[src/rtl/inst_loader_if.sv]
// Byte-stream input and instruction-memory write bus of the bootloader.
// slave = the loader itself, master = the byte source / memory side.
interface inst_loader_if;
   logic [7:0]  in_data;
   logic        in_valid;
   logic        in_ready;
   logic        imem_we;
   logic [31:0] imem_addr;
   logic [31:0] imem_wdata;

   modport slave (
      input  in_data,
      input  in_valid,
      output in_ready,
      output imem_we,
      output imem_addr,
      output imem_wdata
   );

   modport master (
      output in_data,
      output in_valid,
      input  in_ready,
      input  imem_we,
      input  imem_addr,
      input  imem_wdata
   );
endinterface

[src/rtl/inst_loader.sv]
// Bootloader: parses SYNC/LEN/data frames, writes little-endian words to instruction memory, then releases the core.
// Defining LOADER_CHECKSUM_EN adds a trailing 8-bit checksum byte that must bring the data-byte sum to zero.
module inst_loader #(
   parameter int         IMEM_WORDS = 256,
   parameter logic [7:0] SYNC_BYTE  = 8'hA5
) (
   input  logic         clk,
   input  logic         rst_n,
   inst_loader_if.slave bus,
   output logic         cpu_run,
   output logic         busy,
   output logic         error
);

   localparam logic [15:0] MAX_WORDS = 16'(IMEM_WORDS);

   typedef enum logic [2:0] {
      IDLE,
      LEN0,
      LEN1,
      DATA,
`ifdef LOADER_CHECKSUM_EN
      CSUM,
`endif
      DONE,
      ERROR
   } state_t;

`ifdef LOADER_CHECKSUM_EN
   localparam state_t END_STATE = CSUM;
`else
   localparam state_t END_STATE = DONE;
`endif

   state_t      state;
   state_t      state_next;
   logic [7:0]  len_lo;
   logic [15:0] len;
   logic [15:0] len_rx;
   logic [15:0] word_idx;
   logic [1:0]  byte_idx;
   logic [23:0] shift;
   logic        fire;
   logic        is_sync;
   logic        word_done;
   logic        last_word;

   assign bus.in_ready = 1'b1;
   assign fire         = bus.in_valid;
   assign is_sync      = (bus.in_data == SYNC_BYTE);
   assign len_rx       = {bus.in_data, len_lo};
   assign word_done    = (byte_idx == 2'd3);
   assign last_word    = (word_idx == len - 16'd1);

`ifdef LOADER_CHECKSUM_EN
   logic [7:0] sum;
   logic [7:0] sum_check;
   assign sum_check = sum + bus.in_data;
`endif

   always_ff @(posedge clk or negedge rst_n) begin
      if (!rst_n) begin
         state <= IDLE;
      end else begin
         state <= state_next;
      end
   end

   // Status outputs decode straight from the registered state, so they change one cycle after the deciding byte.
   always_comb begin
      state_next = state;
      cpu_run    = 1'b0;
      busy       = 1'b0;
      error      = 1'b0;
      case (state)
         IDLE: begin
            if (fire && is_sync) state_next = LEN0;
         end
         LEN0: begin
            busy = 1'b1;
            if (fire) state_next = LEN1;
         end
         LEN1: begin
            busy = 1'b1;
            if (fire) begin
               if (len_rx == 16'd0)          state_next = END_STATE;
               else if (len_rx > MAX_WORDS)  state_next = ERROR;
               else                          state_next = DATA;
            end
         end
         DATA: begin
            busy = 1'b1;
            if (fire && word_done && last_word) state_next = END_STATE;
         end
`ifdef LOADER_CHECKSUM_EN
         CSUM: begin
            busy = 1'b1;
            if (fire) state_next = (sum_check == 8'h00) ? DONE : ERROR;
         end
`endif
         DONE: begin
            cpu_run = 1'b1;
            if (fire && is_sync) state_next = LEN0;
         end
         ERROR: begin
            error = 1'b1;
            if (fire && is_sync) state_next = LEN0;
         end
         default: state_next = IDLE;
      endcase
   end

   // The 4th byte bypasses the shift register so the write is registered on the same edge that accepts it.
   always_ff @(posedge clk or negedge rst_n) begin
      if (!rst_n) begin
         bus.imem_we    <= 1'b0;
         bus.imem_addr  <= 32'd0;
         bus.imem_wdata <= 32'd0;
         len_lo         <= 8'd0;
         len            <= 16'd0;
         word_idx       <= 16'd0;
         byte_idx       <= 2'd0;
         shift          <= 24'd0;
`ifdef LOADER_CHECKSUM_EN
         sum            <= 8'd0;
`endif
      end else begin
         bus.imem_we <= 1'b0;
         if (fire) begin
            case (state)
               IDLE, DONE, ERROR: begin
                  if (is_sync) begin
                     word_idx <= 16'd0;
                     byte_idx <= 2'd0;
`ifdef LOADER_CHECKSUM_EN
                     sum      <= 8'd0;
`endif
                  end
               end
               LEN0: len_lo <= bus.in_data;
               LEN1: begin
                  len      <= len_rx;
                  word_idx <= 16'd0;
                  byte_idx <= 2'd0;
               end
               DATA: begin
                  byte_idx <= byte_idx + 2'd1;
`ifdef LOADER_CHECKSUM_EN
                  sum      <= sum + bus.in_data;
`endif
                  case (byte_idx)
                     2'd0: shift[7:0]   <= bus.in_data;
                     2'd1: shift[15:8]  <= bus.in_data;
                     2'd2: shift[23:16] <= bus.in_data;
                     default: begin
                        bus.imem_we    <= 1'b1;
                        bus.imem_addr  <= {14'd0, word_idx, 2'b00};
                        bus.imem_wdata <= {bus.in_data, shift};
                        word_idx       <= word_idx + 16'd1;
                     end
                  endcase
               end
               default: ;
            endcase
         end
      end
   end

endmodule

[src/flat_wrapper.sv]
// flat-port wrapper written by rule: the top's interface ports become plain ports
module inst_loader_flat 
#(
   parameter int         IMEM_WORDS = 256,
   parameter logic [7:0] SYNC_BYTE  = 8'hA5
)
  (clk, rst_n, cpu_run, busy, error, bus_in_data, bus_in_valid, bus_in_ready, bus_imem_we, bus_imem_addr, bus_imem_wdata);
  inst_loader_if bus_i ();
  input  logic clk;
  input  logic rst_n;
  output logic cpu_run;
  output logic busy;
  output logic error;
  input wire logic [$bits(bus_i.in_data)-1:0] bus_in_data;
  input wire logic [$bits(bus_i.in_valid)-1:0] bus_in_valid;
  output wire logic [$bits(bus_i.in_ready)-1:0] bus_in_ready;
  output wire logic [$bits(bus_i.imem_we)-1:0] bus_imem_we;
  output wire logic [$bits(bus_i.imem_addr)-1:0] bus_imem_addr;
  output wire logic [$bits(bus_i.imem_wdata)-1:0] bus_imem_wdata;
  assign bus_i.in_data = bus_in_data;
  assign bus_i.in_valid = bus_in_valid;
  assign bus_in_ready = bus_i.in_ready;
  assign bus_imem_we = bus_i.imem_we;
  assign bus_imem_addr = bus_i.imem_addr;
  assign bus_imem_wdata = bus_i.imem_wdata;
  inst_loader #(.IMEM_WORDS(IMEM_WORDS), .SYNC_BYTE(SYNC_BYTE)) u_core (.clk(clk), .rst_n(rst_n), .bus(bus_i), .cpu_run(cpu_run), .busy(busy), .error(error));
endmodule
[config.mk]
export PLATFORM = sky130hd
export DESIGN_NAME = inst_loader_flat
export DESIGN_NICKNAME = d
export VERILOG_FILES = /design/src/rtl/inst_loader_if.sv /design/src/rtl/inst_loader.sv /design/src/flat_wrapper.sv
export SDC_FILE = /design/constraint.sdc
export NUM_CORES = 1
export LEC_CHECK = 0
export BUFFER_PORTS_ARGS = -buffer_cell sky130_fd_sc_hd__buf_4
export CORE_MARGIN = 8
export CORE_UTILIZATION = 55
export CTS_BUF_LIST = sky130_fd_sc_hd__clkbuf_8
export CTS_CLUSTER_SIZE = 28
export DETAILED_ROUTE_END_ITERATION = 12
export HOLD_SLACK_MARGIN = 0.02
export PLACE_DENSITY_LB_ADDON = 0.3
export SETUP_SLACK_MARGIN = 0.1
export SLEW_MARGIN = 20
export SYNTH_ARGS = -nofsm -noshare
export SYNTH_HDL_FRONTEND = slang
export SYNTH_SLANG_ARGS = --single-unit
[constraint.sdc]
create_clock -name clk -period 3.1 [get_ports clk]
set_input_delay 0.62 -clock clk [delete_from_list [all_inputs] [get_ports clk]]
set_output_delay 0.62 -clock clk [all_outputs]
set_load 0.01 [all_outputs]
==> results of run 1 <==
==> flip-flops by register name, summed over array words and instances, names as in the netlist <==
signal and flops:
u_core.bus.imem_wdata 32, u_core.shift 24, u_core.bus.imem_addr 16, u_core.len 16, u_core.word_idx 16, u_core.len_lo 8, u_core.state 3, u_core.byte_idx 2
u_core.bus.imem_we 1
==> Yosys cell counts, drive strengths merged, types with 4 or more instances <==
cell type and instances:
nand3 7, mux2 45, buf 18, a21oi 10, xnor2 20, o21ai 13
xor2 10, nand4 7, dfrtp 118, and3 4, clkbuf 26, nor2 29
inv 8, nand2 169, a21boi 4, ha 7, nor4 10, nand3b 5
nand2b 6, nor3 12
==> critical path: stages, from the launching register on <==
cell and delay (ps):
dfrtp_1 450, inv_1 120, ha_1 240, nor3b_2 330
nand3_1 130, o21bai_1 190, a2111oi_1 790, nand4_1 190
o22a_1 220
==> layer usage <==
metal	routed length [µm]	vias to the layer above
met5	0	-
met4	226	0
met3	844	23
met2	6400	117
met1	5600	2099
li1	-	1987
==> cell usage in the layout, fill, tap and decap left out, types with 3 or more instances in the layout <==
cell type	n
o31ai_1	3
nand2_1	169
nor2_1	29
nand3_1	6
inv_1	10
nor4_1	7
o21ai_1	5
clkbuf_8	20
or3_1	3
mux2_2	45
ha_1	7
nand2b_1	6
xnor2_1	20
xor2_1	10
a21boi_0	3
o21ai_0	8
a21oi_1	10
and3_1	4
clkinv_2	5
dfrtp_1	118
nand4_1	7
conb_1	17
buf_4	69
nand3b_1	5
nor3_1	11
==> cells by family (layout without fill, tap and decap cells) <==
kind of cell	Yosys count	in the layout	share of synthesized area (%)
AO/OA/AOI/OAI	51	51	6.41
XOR/XNOR	30	30	4.67
adder cells (fa/ha/maj)	7	7	1.56
buffers and inverters	52	110	4.76
flip-flops	118	118	52.5
multiplexers	45	45	9.01
other	2	17	0.134
AND/OR/NAND/NOR	262	262	20.9
==> power by group through the flow <==
| stage | clock (mW) | sequential [mW] | combinational (mW) |
|---|---|---|---|
| CTS | 1.39 | 2.06 | 1.05 |
| detailed placement | 0 | 2.09 | 1.04 |
| global route | 1.46 | 2.10 | 1.16 |
| floorplan | 0 | 1.94 | 0.888 |
| finish | 1.38 | 2.07 | 1.05 |
| global placement | 0 | 2.07 | 0.997 |
==> final cells by class <==
type,count,area (µm²)
Clock buffer,20,275
Clock inverter,12,111
Fill cell,817,3600
Inverter,8,30.0
Multi-Input combinational cell,412,2460
Sequential cell,118,2950
Tap cell,136,170
Timing Repair Buffer,70,538
==> how the worst min path moves through the flow <==
stage                                start                   endpoint  slack [ps]
after floorplan                      rst_n   u_core.bus.imem_addr[10]         320
after global placement    u_core.shift[10]  u_core.bus.imem_wdata[10]         450
after detailed placement  u_core.shift[13]  u_core.bus.imem_wdata[13]         450
after CTS                            rst_n  u_core.bus.imem_wdata[31]         200
after global routing                 rst_n  u_core.bus.imem_wdata[26]         230
final                                rst_n   u_core.bus.imem_wdata[2]         190
==> through the flow <==
| stage | utilization, % | instances | power (mW) | area [µm²] |
|---|---|---|---|---|
| 2_1_floorplan | - | 582 | 2.83 | 5680 |
| 3_3_place_gp | 60.7 | 744 | 3.07 | 6150 |
| 3_5_place_dp | 60.7 | 744 | 3.12 | 6150 |
| 4_1_cts | 64.5 | 776 | 4.50 | 6540 |
| 5_1_grt | 64.5 | 776 | 4.72 | 6540 |
| 6_report | 64.5 | 776 | 4.50 | 6540 |
==> run metrics, run 1 <==
status completed; critical path type reg -> reg; critical path capture point type flop; GP Congestion 0.947; Worst Setup Slack, final 326 ps; Gate power share 23.4%; GRT Overall Usage 20.5%; Hold-fix buffers, CTS 0; Reg2Reg Depth 8; routed vias/inst 5.45; Place WS 303 ps; Clk Latency, worst-skew pair 450 ps; Setup Viol. Count Final 0; final hold slack 187 ps; initial core utilization 55.4%; switching pwr 1.46 mW; grt peak-use layer met2; routed length per instance 16.8 µm; Die W 117 µm; Startpoint Class flop; via count 4226; reg2reg end u_core.state[0]; CTS sink cnt 118; post-synth top area share 52.5%; total negative slack 0 ps; vias in the first global route 4258; layout cells sized above 1 23.9%; Clock Skews 12.7 ps; M2 GR Usage 33.2%; first-pass GRT wire length 21.2 mm; Yosys cell types 53; H-tree Lvls 4; RSZ-0062 raised after global routing no; ranking of synthesized cells by area dfrtp_1, nand2_1, mux2_2; met3 Usage GRT 6.31%; Post-synth EDFFs 0; CP Capture Point u_core.state[0]; post-DP HPWL 9.07 mm; PwrDens 688 nW/µm²; initial antenna violation count 0; max-slew violation count 0; Port Buffers 62; Final Hold Vio Count 0; die area 13700 µm²; Critical Path AT 3110 ps; CTS root buffer clkbuf_8; FF+latch count, synth 118; Num CTS Buffers 17; Post-Synthesis Cells 567; HP Class in -> async; met1 usage 24.8%; largest net degree at the start of global routing 51; Synth area leader dfrtp_1; CTS tree done; Ys Warns 0; I/O Pins 80; routed wire length 13.1 mm; Max Freq 361 MHz; fin nets 645; synthesized area 5620 µm²; post-synthesis sequential area ratio 52.5%; RR Startpoint u_core.len[0]; ys async rst share 100%; total grt overflow 0; Clk pwr share 30.6%; cell-internal power 3.04 mW; register share of total power 45.9%; drc violations 0; P_leak 3.29 nW; crit-path max FO 5; Post-DRT Antenna Nets 0; total core area 10100 µm²; 1st-iter DRT viols 255; first-pass detailed-route iteration total 4; Slew @ Worst Pin 900 ps; syn avg cell area 9.91 µm²; post-layout min period 2770 ps; DIE HEIGHT 117 µm; Area growth syn-to-layout 16.3%; Worst slew margin 39.8%; Tcrit/Tclk final 89.5%; # diodes 0; clk buf depth 2; R2R setup slack 330 ps; Synth Flop Type dfrtp_1; Net Sw Frac 32.4%; Post CTS Setup Buffer Count 0; worst setup path start u_core.len[0]; FP Rows 37; Max VDD drop 0.000301 V; post-cts sizing count 0; clk slew on worst S/H paths 70 ps; max_cap viols 0; Critical Path RT 3440 ps
No activity file was read; power rests on OpenSTA's default activity.
==> inputs of run 2 (changes only) <==
--- a/config.mk
+++ b/config.mk
@@ -12,7 +12,7 @@
 export CTS_CLUSTER_SIZE = 28
 export DETAILED_ROUTE_END_ITERATION = 12
 export HOLD_SLACK_MARGIN = 0.02
-export PLACE_DENSITY_LB_ADDON = 0.3
+export PLACE_DENSITY = 0.77
 export SETUP_SLACK_MARGIN = 0.1
 export SLEW_MARGIN = 20
 export SYNTH_ARGS = -nofsm -noshare
==> run 2 against run 1 <==
Total power shrank 2.0%. Fmax up 2.3%. Sequential power about the same. Worst hold slack improved by 80 ps. Cell count unchanged. Non-clock buffer count stayed put. Clock skew is 0.53 ps higher. Routed wire length grew 1.8%. Critical path depth did not move. Design area is 0.40% lower. Critical path type unchanged. Critical endpoint unchanged. Largest cell class unchanged. Largest power group unchanged.
==> run metrics, run 2 (synthesis results as in run 1) <==
Critical Path RT 3430 ps (about the same); Startpoint Class flop; I/O Pins 80 (unchanged); max_cap viols 0 (unchanged); drc violations 0 (unchanged); 1st-iter DRT viols 401 (+57%); CTS sink cnt 118 (unchanged); post-DP HPWL 9.34 mm (+2.9%); R2R setup slack 390 ps (+60 ps); crit-path cells inv_1 > ha_1 > nor3b_2 > nand3_1 > o21bai_1 > a2111oi_1 > nand4_1 > o22a_1; Hold-fix buffers, CTS 0 (unchanged); Final Hold Vio Count 0 (unchanged); first-pass GRT wire length 21.4 mm (+1.3%); Clk Latency, worst-skew pair 430 ps (-20 ps); RSZ-0062 raised after global routing no; post-cts sizing count 0 (unchanged); Tcrit/Tclk final 87.4% (-2.1 points); total negative slack 0 ps (unchanged); crit-path max cell delay 690 ps (-100 ps); Max VDD drop 0.000409 V (+36%); reg2reg end u_core.state[0]; routed length per instance 17.1 µm (+1.8%); # diodes 0 (unchanged); status completed; Die W 117 µm (unchanged); Post-DRT Antenna Nets 0 (unchanged); first-pass detailed-route iteration total 5 (+1); CTS tree done; GP Congestion 0.883 (-6.8%); FP Rows 37 (unchanged); crit-path max FO 5 (unchanged); layout cells sized above 1 24.1% (+0.16 points); critical path capture point type flop; die area 13700 µm² (unchanged); Max Freq 369 MHz (+2.3%); Pwr Total 4.41 mW (-2.0%); Critical Path AT 3040 ps (-70 ps); biggest regs u_core.bus.imem_wdata x32, u_core.shift x24; Worst slew margin 48.3% (+8.5 points); routed vias/inst 5.56 (+2.0%); clk slew on worst S/H paths 70 ps (about the same); total grt overflow 0 (unchanged); P_leak 3.26 nW (-0.87%); slowest stage cell on the critical path a2111oi_1; Top reg by flops u_core.bus.imem_wdata; via count 4311 (+2.0%); Post CTS Setup Buffer Count 0 (unchanged); Setup Viol. Count Final 0 (unchanged); DIE HEIGHT 117 µm (unchanged); Port Buffers 62 (unchanged); largest net degree at the start of global routing 61 (+20%); RR Startpoint u_core.len[0]; fin nets 645 (unchanged); critical path type reg -> reg; initial core utilization 55.4% (unchanged); initial antenna violation count 0 (unchanged); most frequent cells in the layout nand2_1, dfrtp_1, buf_4; CP top delay family compound AO/OA/AOI/OAI gates; Num CTS Buffers 17 (unchanged); HP Class in -> async; Area growth syn-to-layout 15.9%; PwrDens 677 nW/µm² (-1.6%); Reg2Reg Depth 8 (unchanged); total core area 10100 µm² (unchanged); H-tree Lvls 4 (unchanged); Slew @ Worst Pin 773 ps (-127 ps); Worst Path Buf+Inv 1 (unchanged); vias in the first global route 4272 (+0.33%); GRT Overall Usage 20.7% (+0.22 points); max-slew violation count 0 (unchanged); routed wire length 13.3 mm (+1.8%); max reg flops 32 (unchanged); Clock Skews 13.2 ps (+0.531 ps); worst setup path start u_core.len[0]; CP Capture Point u_core.state[0]; clk buf depth 2 (unchanged); most common cell after layout, fill and taps aside nand2_1; CTS root buffer clkbuf_8; Stages on worst setup path 8 (unchanged); post-layout min period 2710 ps (-63.6 ps)
## run 2: cell types whose count changed in the layout (fill, tap and decap cells not counted), sizes merged
cell,delta
clkinvlp,+3
clkbuf,-2
bufinv,-1
## run 2: stage by stage
stage	setup slack, ps	cells	util (%)	hold WS (ps)	instance area [µm²]
floorplan	753	582	-	324	5680
global placement	337	744	60.7	446	6150
detailed placement	307	744	60.7	454	6150
CTS	437	776	64.2	263	6510
global route	191	776	64.2	297	6510
finish	390	776	64.2	267	6510
## run 2: final cells by class
type                            instances  area (µm²)
Clock buffer                           18         248
Clock inverter                         14         113
Fill cell                             815        3620
Inverter                                8        30.0
Multi-Input combinational cell        412        2460
Sequential cell                       118        2950
Tap cell                              136         170
Timing Repair Buffer                   70         538
## run 2: per-layer routing
layer  GRT usage [%]  wire length, µm
met2            34.8             6770
met5               0                0
met1            24.0             5350
met4            10.2              300
met3            5.64              888
## run 2: power breakdown
part	internal (mW)	switching (mW)
registers	1.76	0.315
clock network	0.643	0.627
logic	0.517	0.542
## run 2: worst min-delay path by stage
stage                startpoint                   endpoint  slack [ps]  depth (start not counted)
6_report                  rst_n   u_core.bus.imem_wdata[2]         270                          1
3_3_place_gp   u_core.shift[15]  u_core.bus.imem_wdata[15]         450                          2
2_1_floorplan             rst_n   u_core.bus.imem_addr[10]         320                          0
5_1_grt                   rst_n  u_core.bus.imem_wdata[12]         300                          1
3_5_place_dp   u_core.shift[18]  u_core.bus.imem_wdata[18]         450                          2
4_1_cts                   rst_n        u_core.word_idx[14]         260                          1
